`src/rtl/tt_um_inverter_arbiter.sv`:
```
// Tiny Tapeout tile: four requesters share one registered inverting output lane.
// A round-robin arbiter grants one requester, whose byte is captured, inverted and held.
module tt_um_inverter_arbiter #(
  parameter int HOLD_CYCLES = 4
) (
  input  logic [7:0] ui_in,
  output logic [7:0] uo_out,
  input  logic [7:0] uio_in,
  output logic [7:0] uio_out,
  output logic [7:0] uio_oe,
  input  logic       ena,
  input  logic       clk,
  input  logic       rst_n
);

  localparam logic [1:0] IDLE  = 2'd0;
  localparam logic [1:0] GRANT = 2'd1;
  localparam logic [1:0] HOLD  = 2'd2;

  localparam logic [7:0] HOLD_LOAD = 8'(HOLD_CYCLES - 1);

  logic [1:0] state;
  logic [1:0] ptr;
  logic [1:0] gnt_idx;
  logic [1:0] sel_idx;
  logic [1:0] cand;
  logic [3:0] gnt;
  logic [3:0] req;
  logic [7:0] data;
  logic [7:0] cnt;

  assign req = uio_in[3:0];

  // Scan from the farthest candidate down so the nearest one after ptr wins.
  always_comb begin
    sel_idx = ptr + 2'd1;
    cand    = ptr;
    for (int k = 4; k >= 1; k--) begin
      cand = ptr + 2'(k);
      if (req[cand]) begin
        sel_idx = cand;
      end
    end
  end

  always_ff @(posedge clk or negedge rst_n) begin
    if (!rst_n) begin
      state   <= IDLE;
      ptr     <= 2'd3;
      gnt_idx <= 2'd0;
      gnt     <= 4'b0000;
      data    <= 8'h00;
      cnt     <= 8'h00;
    end else begin
      case (state)
        IDLE: begin
          if (|req) begin
            gnt_idx <= sel_idx;
            gnt     <= 4'b0001 << sel_idx;
            state   <= GRANT;
          end
        end
        GRANT: begin
          gnt <= 4'b0000;
          // A request withdrawn during its grant aborts without moving the pointer.
          if (req[gnt_idx]) begin
            data  <= ~ui_in;
            ptr   <= gnt_idx;
            cnt   <= HOLD_LOAD;
            state <= HOLD;
          end else begin
            state <= IDLE;
          end
        end
        HOLD: begin
          if (cnt == 8'h00) begin
            state <= IDLE;
          end else begin
            cnt <= cnt - 8'h01;
          end
        end
        default: begin
          gnt   <= 4'b0000;
          state <= IDLE;
        end
      endcase
    end
  end

  assign uo_out  = data;
  assign uio_out = {gnt, 4'b0000};
  assign uio_oe  = 8'hF0;

  wire unused_bits = &{1'b0, ena, uio_in[7:4]};

endmodule

```
`config.mk`:
```
export PLATFORM = sky130hd
export DESIGN_NAME = tt_um_inverter_arbiter
export DESIGN_NICKNAME = d
export VERILOG_FILES = /design/src/rtl/tt_um_inverter_arbiter.sv
export SDC_FILE = /design/constraint.sdc
export NUM_CORES = 1
export LEC_CHECK = 0
export CORE_UTILIZATION = 45
export CTS_BUF_LIST = sky130_fd_sc_hd__clkbuf_4
export CTS_CLUSTER_SIZE = 40
export DETAILED_ROUTE_END_ITERATION = 6
export GPL_TIMING_DRIVEN = 0
export HOLD_SLACK_MARGIN = 0.1
export PLACE_DENSITY = 0.78
export SLEW_MARGIN = 20
export SYNTH_ARGS = -nofsm -noshare
export SYNTH_HDL_FRONTEND = slang
export SYNTH_SLANG_ARGS = --single-unit
```
`constraint.sdc`:
```
create_clock -name clk -period 3.12 [get_ports clk]
set_clock_uncertainty 0.05 [all_clocks]
set_input_delay 0.624 -clock clk [delete_from_list [all_inputs] [get_ports clk]]
set_output_delay 0.624 -clock clk [all_outputs]
set_load 0.005 [all_outputs]
```
Word-level counts from Yosys, hierarchy flattened. Index checks and enable logic that the tools add are counted.

Div/mod/pow operators: 0. Bitwise gates (word level): 2. Equal/unequal tests: 6. Reductions and logical operators: 9. Add/subtract/negate cells: 4. Multiplexer cells: 23. Order comparisons: 5. $mul: 0. Shifts and indexed selects: 1.

Operators by type and width (count): 8-bit two-way mux (2); 8-bit case mux with 2 select lines (1); 2-bit by 3-bit less-than comparator with 1-bit output (second input constant) (5); 2-bit two-way mux (7); 1-bit binary-select mux with 2-bit select (5); 8-bit logical NOT (1); 2-bit inequality test (second input constant) (4); 8-bit inverter (1); 4-bit case mux with 2 select lines (1); 2-bit AND reduction (4); 8-bit by 1-bit subtractor with 8-bit output (second input constant) (1); 2-bit case mux with 3 select lines (1); 1-bit two-way mux (5); 2-bit adder (second input constant) (2); 4-bit two-way mux (1); 4-bit OR reduction (1); 1-bit by 2-bit << shifter with 4-bit output (first input constant) (1); 3-bit AND reduction (1); 2-bit by 1-bit adder with 2-bit output (second input constant) (1); 2-bit by 1-bit == test with 1-bit output (second input constant) (1); 2-bit == test (second input constant) (1); 2-bit logical NOT (1); 2-bit nonzero test (1); 1-bit inverter (1).

Output and inout port bits: 24. Input port bits: 19. Flip-flop bits (word level): 26. RAM bits: 0. Memories kept: 0. Memory bits (read-only): 0. Bits in latches: 0. Logic and storage cells: 56.

Longest topological paths before layout. Gate-level depths: netlist of the first run.

Word-level depth: 9. Depth in mapped cells: 6. Gate-level depth less buffers: 6.

Worst setup path before layout of the first run. OpenSTA, ideal clock, no wires.

Kind: input to register. Start point: input uio_in[3]. End point: register cnt[2]. Path buffers: 1. Required time: 3.004 ns. Cell stages on the path: 5. Arrival time: 1.676 ns. Library setup time: 0.066 ns. Slack: 1.328 ns. Path through: mux2i_1 > o22ai_2 > buf_4 > or4_1 > nand2_1.

Longest elaborated chain between the ends: 4.

Ends and longest elaborated chain: from (decl) (RTL line 8) `input logic [7:0] uio_in,`; 1-bit binary-select mux with 2-bit select (RTL line 66) `if (req[gnt_idx]) begin`; 1-bit two-way mux (not written as such) (RTL line 66); 2-bit inequality test (no line); 3-bit AND reduction (no line); to (signal assigned) (RTL line 79) `cnt <= cnt - 8'h01;`; to (decl) (RTL line 30) `logic [7:0] cnt;`.

No other way between the ends. The select of a mux whose other input is x is not followed. A chain may end at the register's enable or synchronous reset.

Final worst setup path of the first run.
Start point: input uio_in[3]. End point: register gnt[0].

Longest elaborated chain between the ends: 9. Elaborated cells between the ends (all ways): 18. Those cells by class: 1 x eq/ne; 1 x shift; 14 x mux; 2 x reduce/logical.

Ends and longest elaborated chain: 1-bit binary-select mux with 2-bit select (RTL line 40) `if (req[cand]) begin`; 1-bit two-way mux (not written as such) (RTL line 40); 2-bit two-way mux (4 in series) (RTL line 40); 1-bit by 2-bit << shifter with 4-bit output (RTL line 59) `gnt <= 4'b0001 << sel_idx;`; 4-bit two-way mux (RTL line 57) `if (|req) begin`; 4-bit case mux with 2 select lines (RTL line 55) `case (state)`; to (signal assigned) (RTL line 59); to (decl) (RTL line 27) `logic [3:0] gnt;`.

Several ways; a longest one is shown, not always the timed one. The select of a mux whose other input is x is not followed.

==> impl_metrics.csv, run 1 <==
group,metric,value,unit
layout,nFillCells,239,
detailed_routing,wirelength,2752,um
sta,fin_crit_sh,0.7163,
worst_hold_path,hp-class,"in2async",
run_status,outcome,"finished clean",
power_and_ir_drop,power_leakage,0.7862,nW
floorplan,start_util,0.4831,
power_and_ir_drop,pwr-share-comb,0.444,
yosys,synth_cell_types,38,
yosys,synth_mux_area_frac,0.02328,
grt,grt_pass1_wl,4740,um
detailed_routing,drtAntennaViolNets,0,
layout,syn_to_final_growth,27.84,%
floorplan,dieHeight,56.65,um
grt,antenna_found_initial,0,
critical_path,cp.required,3.31,ns
placed_design,hpwl,2092,um
layout,drive_gt1_frac,0.1469,
power_and_ir_drop,p_switching,0.5522,mW
grt,grt_pass1_vias,1155,
grt,grt_max_degree,27,
yosys,ys_warn_count,0,
sta,slew_viol_final,0,
critical_path,arrival,2.43,ns
floorplan,die_area,0.003209,mm^2
critical_path,path_cells,"clkdlybuf4s50_1 > nor4_1 > nor3_1 > o2111ai_1 > o2bb2ai_1",
clock_tree,cts-buffers-inserted,3,
clock_tree,clk_latency,0.31,ns
run,cap_violations,0,
yosys,synth_fa_ha_area_frac,0.01862,
critical_path,end_kind,"register",
yosys,yosys.area_share.simple,0.1769,
detailed_routing,drc,0,
yosys,synth_area_leader_cell,"dfrtp_1",
clock_tree,clockBufferDepth,2,
detailed_routing,wl_per_cell,13.23,um
yosys,synthXorXnorAreaFrac,0.006518,
clock_tree,cts_setup_buffers,0,
clock_tree,clock_sinks,26,
sta,tightest_slew,0.6642,ns
floorplan,core,0.002781,mm^2
critical_path,slowest_stage,"clkdlybuf4s50_1",
floorplan,pin_count,43,
yosys,synth_top_family_by_area,"compound AO/OA/AOI/OAI gates",
critical_path,slowest_delay,0.59,ns
critical_path,crit_path_start_kind,"input pin",
floorplan,fp-row-count,19,
layout,antenna_cells,0,
layout,nets,199,
detailed_routing,vias,1137,
grt,overflow,0,
critical_path,crit_type,"in2reg",
critical_path,cp_max_fo,7,
yosys,ys_top_cells_by_count,"dfrtp_1 (24), nor2_1 (14), buf_4 (13), a21oi_1 (10), nand2_1 (9)",
clock_tree,htreeDepth,1,
yosys,yosysSeqAreaShare,0.4860,
detailed_routing,vias_per_cell,5.466,
power_and_ir_drop,swShare,0.3621,
yosys,synth_compound_area_frac,0.1806,
clock_tree,path_clk_slew,0.14,ns
clock_tree,postCtsHoldBufs,0,
yosys,yosysMostFrequentCell,"dfrtp_1",
power_and_ir_drop,intPower,0.9729,mW
power_and_ir_drop,p_per_area,887.7,mW/mm^2
sta,rsz0062_at_grt,"no",
placed_design,gp_congestion,0.8028,
clock_tree,root_buffer,"clkbuf_4",
yosys,synth_edf_count,0,
yosys,ys_ff_latch,26,
yosys,avgSynthCellArea,9.738,um^2
power_and_ir_drop,ir_worst_vdd,0.5901,mV
clock_tree,cts-resized-gates,0,
yosys,ys_top_cells_by_area,"dfrtp_1 (45%), buf_4 (7.3%), dfstp_2 (3.9%)",
power_and_ir_drop,p_clk_frac,0.149,
layout,utilization,0.6176,
clock_tree,cts_tree,"built",
grt,grt_usage,0.1838,
sta,period_needed,2.235,ns
sta,final-setup-viol-count,0,
sta,finalSetupTns,0,ns
yosys,syn_area,0.001344,mm^2
yosys,synth.top_cell.area_share,0.4469,
detailed_routing,drt_iter0_drc,20,
placed_design,port-buffer-count,25,
sta,hold_viol,0,
sta,slew_headroom,0.5538,
detailed_routing,drt_first_pass_iters,4,
yosys,async_reset_ff_frac,1.000,
power_and_ir_drop,p_seq_frac,0.406,
sta,clock.fmax,447.4,MHz
yosys,syn_inst,138,
yosys,ys.flop_type,"dfrtp_1",
floorplan,dieWidth,56.65,um
## routing by layer
layer / GRT usage / routed length [um]
met1: 0.2293 / 1191
met2: 0.3210 / 1384
met4: 0.06620 / 21
met5: 0 / 0
met3: 0.02765 / 155
## power groups by stage
| stage | sequential, mW | combinational (mW) | clock, mW |
|---|---|---|---|
| 6_report | 0.619 | 0.678 | 0.228 |
| 2_1_floorplan | 0.607 | 0.402 | 0 |
| 3_5_place_dp | 0.624 | 0.683 | 0 |
| 3_3_place_gp | 0.612 | 0.653 | 0 |
| 4_1_cts | 0.616 | 0.687 | 0.232 |
| 5_1_grt | 0.639 | 0.752 | 0.246 |
## per-stage QoR
step	total power, mW	hold slack (ns)	instance area (um^2)	setup slack (ns)	instances
6_report	1.525	0.2276	1718	0.8850	208
2_1_floorplan	1.009	0.2784	1381	1.328	148
3_3_place_gp	1.265	0.4264	1670	0.6472	204
5_1_grt	1.638	0.2640	1718	0.7523	208
3_5_place_dp	1.307	0.4301	1670	0.5829	204
4_1_cts	1.535	0.4622	1723	0.9113	208
## cell families (layout without fill, tap and decap cells)
logic type | count (synthesis) | in the layout
AO/OA/AOI/OAI | 35 | 35
AND/OR/NAND/NOR | 46 | 46
XOR/XNOR | 1 | 1
multiplexers | 3 | 3
buffers and inverters | 23 | 52
flip-flops | 26 | 26
adder cells (fa/ha/maj) | 2 | 2
other | 2 | 12
## critical path, delay by kind of cell
kind	cells	cell delay, ns
AND/OR/NAND/NOR	2	0.65
buffers and inverters	1	0.59
AO/OA/AOI/OAI	2	0.56
## layout make-up
| cell class | instances | area, um^2 | area share |
|---|---|---|---|
| plain buffers | 15 | 107.6 | 0.06264 |
| clock buffers | 3 | 22.52 | 0.01311 |
| clock inverters | 1 | 30.03 | 0.01748 |
| inverters | 8 | 30.03 | 0.01748 |
| multi-input cells | 99 | 590.6 | 0.3438 |
| flip-flops and latches | 26 | 653.1 | 0.3802 |
| well taps | 31 | 38.79 | 0.02258 |
| repair buffers | 25 | 245.2 | 0.1428 |
## sequential cells by signal (all words and copies together) (netlist names)
register / flops
ptr: 2
gnt: 4
uo_out: 8
state: 2
gnt_idx: 2
cnt: 8
## final timing paths
path | from | to | slack (ns) | depth (start not counted)
max | uio_in[3] | gnt[0] | 0.89 | 5
min | rst_n | uo_out[2] | 0.23 | 1
max reg2reg | gnt_idx[0] | cnt[2] | 1.28 | 5
min reg2reg | gnt[1] | gnt[1] | 0.46 | 1
max in group asynchronous | rst_n | ptr[0] | 2.42 | 1
min in group clk | gnt[1] | gnt[1] | 0.46 | 1
## placed cells by master (no fill, tap or decap), types with 2 or more instances in the layout
| master | count |
|---|---|
| clkbuf_4 | 3 |
| buf_2 | 3 |
| mux2i_1 | 2 |
| ha_1 | 2 |
| conb_1 | 12 |
| dfrtp_1 | 24 |
| nor2b_1 | 2 |
| nor2_1 | 14 |
| o21ai_0 | 5 |
| nand2_1 | 9 |
| or4_1 | 6 |
| or3_1 | 2 |
| clkdlybuf4s50_1 | 24 |
| a32o_1 | 2 |
| nor3_1 | 2 |
| a21oi_1 | 10 |
| o211ai_1 | 7 |
| o2bb2ai_1 | 2 |
| buf_4 | 13 |
| nand3_1 | 2 |
| dfstp_2 | 2 |
| inv_1 | 8 |
| nor4_1 | 3 |
No activity file was read; power rests on OpenSTA's default activity.
==> run 2: changes to the inputs <==
--- a/config.mk
+++ b/config.mk
@@ -5,7 +5,7 @@
 export SDC_FILE = /design/constraint.sdc
 export NUM_CORES = 1
 export LEC_CHECK = 0
-export CORE_UTILIZATION = 45
+export CORE_UTILIZATION = 43
 export CTS_BUF_LIST = sky130_fd_sc_hd__clkbuf_4
 export CTS_CLUSTER_SIZE = 40
 export DETAILED_ROUTE_END_ITERATION = 6
==> constraint.sdc (replaced) <==
create_clock -name clk -period 1.9 [get_ports clk]
set_clock_uncertainty 0.05 [all_clocks]
set_input_delay 0.38 -clock clk [delete_from_list [all_inputs] [get_ports clk]]
set_output_delay 0.38 -clock clk [all_outputs]
set_load 0.005 [all_outputs]
==> run 2 against run 1 <==
  * The flow now finishes with violations (DRC)
  * Combinational power is 73% higher
  * Power is 69% higher
  * Critical endpoint is now cnt[2]
  * Cell area is 3.4% higher
  * Register-to-register slack worse by 1.2 ns
  * Setup slack worse by 0.81 ns
  * Via count is 2.9% lower
  * Die area is 4.5% higher
  * Sequential power is 66% higher
  * Largest power group unchanged
  * Critical path depth is 1 higher
  * First-iteration DRC count is 20% higher
==> impl_metrics.csv, run 2 (synthesis results as in run 1) <==
group,metric,value,unit
run_status,outcome,"complete, but fails checks",
run_status,violations,"DRC",
grt,grt_pass1_vias,1029,
layout,final_cells,209,
layout,antenna_cells,0,
layout,layout_common_cells,"clkdlybuf4s50_1 (24), dfrtp_1 (23), nor2_1 (14)",
floorplan,pin_count,43,
detailed_routing,wirelength,2676,um
sta,period_needed,1.827,ns
grt,busiest_layer,"met2",
power_and_ir_drop,power,2.578,mW
power_and_ir_drop,power_leakage,0.7878,nW
layout,syn_to_final_growth,32.12,%
clock_tree,clk_latency,0.32,ns
grt,grtUsageMet3,0.02455,
sta,final-setup-viol-count,0,
layout,nets,200,
floorplan,dieHeight,57.90,um
detailed_routing,drtAntennaViolNets,0,
critical_path,end_kind,"register",
power_and_ir_drop,p_per_area,1452,mW/mm^2
power_and_ir_drop,ir_worst_vdd,0.9290,mV
critical_path,arrival,2.04,ns
layout,utilization,0.6224,
grt,grtUsageMet2,0.2972,
clock_tree,root_buffer,"clkbuf_4",
sta,fin_crit_sh,0.9615,
clock_tree,htreeDepth,1,
sta,clock.fmax,547.4,MHz
detailed_routing,vias,1104,
critical_path,slowest_stage,"clkdlybuf4s50_1",
critical_path,path_buf_inv,2,
clock_tree,path_clk_slew,0.14,ns
sta,slew_headroom,0.6289,
sta,hold_viol,0,
grt,grtUsageMet1,0.2120,
detailed_routing,drc,2,
worst_hold_path,hp-class,"reg2reg",
detailed_routing,wl_per_cell,12.80,um
detailed_routing,vias_per_cell,5.282,
layout,seqCellArea,654.4,um^2
critical_path,crit_type,"in2reg",
critical_path,cp.required,2.11,ns
critical_path,path_cells,"clkdlybuf4s50_1 > mux2i_4 > o22ai_4 > buf_4 > or4_1 > nand2_1",
critical_path,crit_path_start_kind,"input pin",
grt,overflow,0,
grt,grt_pass1_wl,4422,um
detailed_routing,drt_first_pass_iters,6,
placed_design,dp.cells,204,
floorplan,die_area,0.003352,mm^2
grt,grt_max_degree,27,
sta,tightest_slew,0.5566,ns
floorplan,fp-row-count,19,
placed_design,port-buffer-count,25,
floorplan,start_util,0.4711,
grt,grt_usage,0.1706,
layout,multiInputGateArea,634.4,um^2
sta,slew_viol_final,0,
clock_tree,cts_tree,"built",
layout,nFillCells,243,
placed_design,gp_congestion,0.8288,
clock_tree,cts_setup_buffers,0,
clock_tree,cts-buffers-inserted,3,
layout,drive_gt1_frac,0.1742,
critical_path,cp_max_fo,10,
clock_tree,clock_sinks,26,
run,cap_violations,0,
sta,finalSetupTns,0,ns
clock_tree,clockBufferDepth,2,
placed_design,hpwl,1965,um
floorplan,dieWidth,57.90,um
floorplan,core,0.002853,mm^2
layout,mostFrequentLayoutCell,"clkdlybuf4s50_1",
critical_path,critPathTopFamily,"buffers and inverters",
grt,antenna_found_initial,0,
detailed_routing,drt_iter0_drc,24,
critical_path,slowest_delay,0.54,ns
## run 2: cell types whose count changed in the layout (fill, tap and decap cells not counted), sizes merged
cell | before | now
buf | 16 | 15
dlygate4sd3 | 0 | 1
clkbuf | 3 | 4
## run 2: area by class of cell
class,instances,share of cell area
flip-flops and latches,26,0.3686
multi-input cells,99,0.3573
repair buffers,26,0.1438
plain buffers,15,0.06202
well taps,31,0.02185
clock inverters,1,0.01691
inverters,8,0.01691
clock buffers,3,0.01269
## run 2: per-stage QoR
step	hold slack, ns	setup WS (ns)	cell area, um^2
2_1_floorplan	0.03441	0.2454	1381
4_1_cts	0.4619	0.003405	1728
5_1_grt	0.4669	-0.006636	1775
3_3_place_gp	0.4284	-0.3473	1670
3_5_place_dp	0.4254	-0.3657	1670
6_report	0.4590	0.07307	1775
## run 2: repair_timing
| item | 4_1_cts | 5_1_grt |
|---|---|---|
| endpoints found under the setup margin | 1 | 11 |
| hold buffers | 0 | 1 |
| endpoints found under the hold margin | 0 | 24 |
| resized for setup | 1 | 8 |
| pin swaps | 0 | 0 |
## run 2: layer usage
layer  vias to the layer above  wire, um
met5                         -         0
met1                       499      1189
met3                         4       175
met4                         0        31
met2                        45      1280
li1                        556         -
## run 2: path summary, 6_finish.rpt
check / startpoint / end / slack (ns) / cells after the start
max: uio_in[3] / cnt[2] / 0.07 / 6
min: gnt[2] / gnt[2] / 0.46 / 1
max reg2reg: cnt[0] / cnt[4] / 0.09 / 6
min reg2reg: gnt[2] / gnt[2] / 0.46 / 1
max in group asynchronous: rst_n / gnt_idx[0] / 0.89 / 2
min in group asynchronous: rst_n / uo_out[2] / 0.52 / 2
## run 2: worst register-to-register path: stages (launching register included)
cell and delay (ns):
dfrtp_1 0.42, inv_1 0.12, ha_1 0.20, inv_1 0.07, or3_2 0.42, or4_1 0.40, nand2_1 0.08
## run 2: report_power, final
group	internal, mW	leakage [nW]	switching (mW)
Clock	0.213	0.0279	0.159
Sequential	0.817	0.313	0.215
Combinational	0.618	0.447	0.556
